**config.mk**
```make
export PLATFORM = sky130hd
export DESIGN_NAME = detect_window_counter
export DESIGN_NICKNAME = d
export VERILOG_FILES = /design/src/rtl/detect_pkg.sv /design/src/rtl/detect_rpt_buffer.sv /design/src/rtl/detect_window_counter.sv
export SDC_FILE = /design/constraint.sdc
export NUM_CORES = 1
export LEC_CHECK = 0
export ABC_AREA = 1
export CAP_MARGIN = 0
export CORE_MARGIN = 1
export CORE_UTILIZATION = 36
export CTS_CLUSTER_DIAMETER = 200
export DETAILED_ROUTE_END_ITERATION = 16
export PLACE_DENSITY_LB_ADDON = 0.1
export SETUP_SLACK_MARGIN = 0.02
export SLEW_MARGIN = 20
export SYNTH_ARGS = -nofsm -noshare
export SYNTH_HDL_FRONTEND = slang
export SYNTH_HIERARCHICAL = 1
export SYNTH_SLANG_ARGS = --single-unit
```
**constraint.sdc**
```tcl
create_clock -name clk -period 3 [get_ports clk]
set_input_delay 0.6 -clock clk [delete_from_list [all_inputs] [get_ports clk]]
set_output_delay 0.6 -clock clk [all_outputs]
set_load 0.03 [all_outputs]
```
**src/rtl/detect_pkg.sv**
```systemverilog
`default_nettype none
// ============================================================================
// Module      : detect_pkg
// Description : Shared types and constants for the detect window counter.
// Revision    : 1.0
// ============================================================================
package detect_pkg;

    typedef enum logic {
        IDLE = 1'b0,
        RUN  = 1'b1
    } state_t;

    localparam int c_default_cnt_w = 8;
    localparam int c_win_w         = 16;

endpackage
`default_nettype wire

```
**src/rtl/detect_rpt_buffer.sv**
```systemverilog
`default_nettype none
// ============================================================================
// Module      : detect_rpt_buffer
// Description : One-entry report register with valid/ready and overrun flag.
// Revision    : 1.0
// ============================================================================
module detect_rpt_buffer
    import detect_pkg::*;
#(
    parameter int CNT_W = c_default_cnt_w
) (
    input  logic             clk,
    input  logic             rst_n,
    input  logic             load,
    input  logic [CNT_W-1:0] load_count,
    input  logic             load_sat,
    input  logic             rpt_ready,
    output logic             rpt_valid,
    output logic [CNT_W-1:0] rpt_count,
    output logic             rpt_sat,
    output logic             rpt_overrun
);

    logic             r_valid;
    logic [CNT_W-1:0] r_count;
    logic             r_sat;
    logic             r_overrun;
    logic             w_accept;

    assign w_accept = r_valid & rpt_ready;

    always_ff @(posedge clk) begin
        if (!rst_n) begin
            r_valid   <= 1'b0;
            r_count   <= '0;
            r_sat     <= 1'b0;
            r_overrun <= 1'b0;
        end else if (load) begin
            // Overrun only when an unaccepted report is being replaced.
            r_valid   <= 1'b1;
            r_count   <= load_count;
            r_sat     <= load_sat;
            r_overrun <= r_valid & ~rpt_ready;
        end else if (w_accept) begin
            r_valid   <= 1'b0;
            r_overrun <= 1'b0;
        end
    end

    assign rpt_valid   = r_valid;
    assign rpt_count   = r_count;
    assign rpt_sat     = r_sat;
    assign rpt_overrun = r_overrun;

endmodule
`default_nettype wire

```
**src/rtl/detect_window_counter.sv**
```systemverilog
`default_nettype none
// ============================================================================
// Module      : detect_window_counter
// Description : Counts detector pulses per fixed window and publishes reports.
// Revision    : 1.0
// ============================================================================
module detect_window_counter
    import detect_pkg::*;
#(
    parameter int WINDOW_CYCLES = 1000,
    parameter int CNT_W         = c_default_cnt_w
) (
    input  logic             clk,
    input  logic             rst_n,
    input  logic             detect_in,
    input  logic             enable,
    output logic             rpt_valid,
    input  logic             rpt_ready,
    output logic [CNT_W-1:0] rpt_count,
    output logic             rpt_sat,
    output logic             rpt_overrun,
    output logic             busy
);

    localparam logic [c_win_w-1:0] c_win_last = c_win_w'(WINDOW_CYCLES - 1);
    localparam logic [CNT_W-1:0]   c_cnt_max  = '1;

    state_t             r_state;
    state_t             w_state_next;
    logic [c_win_w-1:0] r_win_cnt;
    logic [CNT_W-1:0]   r_live_cnt;
    logic               r_live_sat;

    logic               w_run;
    logic               w_stay;
    logic               w_hit;
    logic               w_win_end;
    logic               w_live_at_max;
    logic [CNT_W-1:0]   w_live_cnt_next;
    logic               w_live_sat_next;

    always_ff @(posedge clk) begin
        if (!rst_n) begin
            r_state <= IDLE;
        end else begin
            r_state <= w_state_next;
        end
    end

    always_comb begin
        w_state_next = r_state;
        case (r_state)
            IDLE:    if (enable)  w_state_next = RUN;
            RUN:     if (!enable) w_state_next = IDLE;
            default: w_state_next = IDLE;
        endcase
    end

    assign w_run         = (r_state == RUN);
    assign w_stay        = w_run & enable;
    assign w_hit         = w_run & detect_in;
    assign w_win_end     = w_run && (r_win_cnt == c_win_last);
    assign w_live_at_max = (r_live_cnt == c_cnt_max);

    // Count including the current cycle's hit; this is also the report value.
    assign w_live_cnt_next = (w_hit && !w_live_at_max) ? r_live_cnt + CNT_W'(1) : r_live_cnt;
    assign w_live_sat_next = r_live_sat | (w_hit & w_live_at_max);

    // Clearing whenever the next state is IDLE discards any partial window.
    always_ff @(posedge clk) begin
        if (!rst_n || !w_stay) begin
            r_win_cnt  <= '0;
            r_live_cnt <= '0;
            r_live_sat <= 1'b0;
        end else if (w_win_end) begin
            r_win_cnt  <= '0;
            r_live_cnt <= '0;
            r_live_sat <= 1'b0;
        end else begin
            r_win_cnt  <= r_win_cnt + c_win_w'(1);
            r_live_cnt <= w_live_cnt_next;
            r_live_sat <= w_live_sat_next;
        end
    end

    detect_rpt_buffer #(
        .CNT_W (CNT_W)
    ) u_rpt_buffer (
        .clk         (clk),
        .rst_n       (rst_n),
        .load        (w_win_end),
        .load_count  (w_live_cnt_next),
        .load_sat    (w_live_sat_next),
        .rpt_ready   (rpt_ready),
        .rpt_valid   (rpt_valid),
        .rpt_count   (rpt_count),
        .rpt_sat     (rpt_sat),
        .rpt_overrun (rpt_overrun)
    );

    assign busy = w_run;

endmodule
`default_nettype wire

```
==> summary.md <==
| Metric | Value |
|---|---|
| Crit path required time | 2.40 ns |
| Worst path max stage delay | 0.70 ns |
| Flops & latches, synth | 37 |
| Static Leakage | 0.910 nW |
| P per Cell Area | 459 mW/mm² |
| # IOs | 17 |
| Share of layout cells above drive strength 1 | 6.76% |
| Vias post-DR | 1490 |
| Final wirelength | 3540 µm |
| WP buf/inv | 1 |
| Max-Slew Margin vs Limit | 74.8% |
| FILL cells | 525 |
| Detail Route Antenna Nets | 0 |
| Period utilisation layout | 67.0% |
| Area growth from synthesis to layout | 16.9% |
| Final Critical Period | 2.01 ns |
| Die width | 72.6 µm |
| Starting DRT DRC Count | 96 |
| Post-synthesis cell count | 263 |
| Fin Setup TNS | 0 ns |
| Mapped Area | 0.00180 mm² |
| Reg2Reg Depth | 8 |
| Pre-CTS setup slack | 0.920 ns |
| Total CTS buffers | 5 |
| CTS tree | built |
| Final nets | 287 |
| Fin. max-slew vios | 0 |
| Final Hold Viols | 0 |
| YS warnings | 6 |
| Inst Count DP | 340 |
| Crit-path slowest cell | clkdlybuf4s50_1 |
| Non-Filler Instances | 348 |
| Status | finished, final reports clean |
| Critical path class | flop to output pin |
| Worst-Skew Late Latency | 0.29 ns |
| Rows | 25 |
| Post-DR wirelength/cell | 10.2 µm |
| Peak VDD IR | 0.237 mV |
| Setup Fix Bufs, Post-CTS | 0 |
| FMAX | 498 MHz |
| Final setup fails | 0 |
| CP delay by family, top | buffers and inverters |
| Gr usage total | 15.9% |
| Global-route wire length before repair | 6490 µm |
| Largest net degree at the start of global routing | 26 |
| Worst slew pin tran | 0.377 ns |
| Die Y-Extent | 72.6 µm |
| Clock root buffer | clkbuf_8 |
| Hold path depth | 1 |
| Crit path cell chain | clkdlybuf4s50_1 |
| Worst Skew | 0.00311 ns |
| Core footprint | 0.00475 mm² |
| CP arrival | 1.41 ns |
| Register area share after synthesis | 41.3% |
| CTS max path bufs | 2 |
| I/O Buffers | 16 |
| Crit path setup slack, layout | 0.991 ns |
| Detailed placer's ending HPWL | 2550 µm |
| RSZ-0062 raised after global routing | no |
| Crit path launch type | flop |
| Hold buffers post-CTS | 0 |
| Async S/R FF share, synth | 0% |
| Initial Util | 37.8% |
| H-Tree Depth | 2 |
| DRT Pass-1 Iters | 4 |
| Grt ovf | 0 |
| Gpl congestion | 0.797 |
| Diodes inserted | 0 |
| Post-synth EDFFs | 0 |
| Routed vias/inst | 4.28 |
| Syn_nets | 270 |
| Max-cap viol count | 0 |
| Post-cts gate resize count | 0 |
| Avg Cell Area, Syn | 6.83 µm² |
| Total clock sinks | 37 |
| Residual DRC | 0 |
| Die Area | 0.00527 mm² |
| Initial antenna violation count | 0 |
| Number of global-route vias before repair | 1513 |
| Hold Crit Class | flop to flop |
| CP Depth | 1 |
| Top_reg_cell synth | dfxtp_1 |
| Post-synth cell types | 21 |
| Clock slew seen by the registers of the worst setup and hold paths | 0.07 ns |
| Crit. End Element | output pin |
| Hold WS | 0.473 ns |
| Max FO, Critical Path | 4 |
final timing paths:
kind                start                         to  slack (ns)
max                  busy                       busy        0.99
min          r_win_cnt[0]               r_win_cnt[0]        0.47
min reg2reg  r_win_cnt[0]               r_win_cnt[0]        0.47
max reg2reg  r_win_cnt[0]  u_rpt_buffer/rpt_count[6]        1.20
synth_stat cells (2+ instances only):
master	number	area, µm²
nor2_1	58	218
nand2_1	54	203
inv_1	45	169
dfxtp_1	37	741
nand3_1	17	85.1
nand4_1	8	50.1
o21ai_0	7	35.0
a21oi_1	6	30.0
buf_6	5	56.3
o21ai_1	5	25.0
xor2_1	4	35.0
nand2_2	3	18.8
nor2_4	3	33.8
xnor2_1	3	26.3
ha_1	2	25.0
per-layer routing:
metal / GRT usage (%) / part of all wire, %
met3: 4.14 / 3.0
met2: 25.4 / 45
met4: 6.54 / 1.6
met5: 0 / 0
met1: 20.4 / 50
through the flow:
stage	total power, mW	util [%]	instance area [µm²]
detailed placement	0.525	41.6	1980
finish	0.963	44.1	2100
CTS	0.983	44.1	2100
floorplan	0.517	-	1800
global route	1.01	44.1	2100
global placement	0.525	41.6	1980
kinds of logic (layout without fill, tap and decap cells):
group | Yosys count | count (layout) | share of synthesized area (%)
compound gates | 19 | 19 | 5.50
xor+xnor | 7 | 7 | 3.41
fa+ha+maj | 2 | 2 | 1.39
buf+inv | 52 | 70 | 13.0
flops | 37 | 37 | 41.3
simple gates | 146 | 146 | 35.4
state kept, by name, indices dropped and copies added (netlist names):
register                  flops
r_live_cnt                    8
r_win_cnt                    16
busy                          1
r_live_sat                    1
u_rpt_buffer/rpt_count        8
u_rpt_buffer/rpt_valid        1
u_rpt_buffer/rpt_sat          1
u_rpt_buffer/rpt_overrun      1
layout by cell type (no fill, tap or decap):
cell type | synthesis | routed
inv_1 | 45 | 45
inv_2 | 1 | 1
nand4_1 | 8 | 8
clkbuf_8 | 0 | 6
nand2_1 | 54 | 54
nor2_2 | 1 | 1
xor2_1 | 4 | 4
nor2_1 | 58 | 58
nor2_4 | 3 | 3
xnor2_1 | 3 | 3
o21ai_1 | 5 | 5
ha_1 | 2 | 2
nand3_2 | 1 | 1
clkinvlp_4 | 0 | 1
o21ai_0 | 7 | 7
nand2_4 | 1 | 1
dfxtp_1 | 37 | 37
a21oi_2 | 1 | 1
nand3_1 | 17 | 17
nand2_2 | 3 | 3
bufinv_16 | 0 | 1
clkdlybuf4s50_1 | 0 | 16
a21oi_1 | 6 | 6
report_power, final:
part / internal (mW) / leakage [nW] / total, mW / switching, mW
Combinational: 0.00823 / 0.555 / 0.0198 / 0.0116
Clock: 0.270 / 0.0574 / 0.449 / 0.179
Sequential: 0.492 / 0.298 / 0.494 / 0.00166
Total: 0.770 / 0.910 / 0.963 / 0.192
area by class of cell:
class | count | area, µm² | area share (%)
inverter | 46 | 173 | 8.23
sequential | 37 | 741 | 35.3
multi-input combinational | 174 | 821 | 39.1
timing repair buffer | 16 | 160 | 7.63
tap | 67 | 83.8 | 4.00
clock buffer | 6 | 82.6 | 3.94
clock inverter | 2 | 37.5 | 1.79
(Power assumes the default switching activity.)
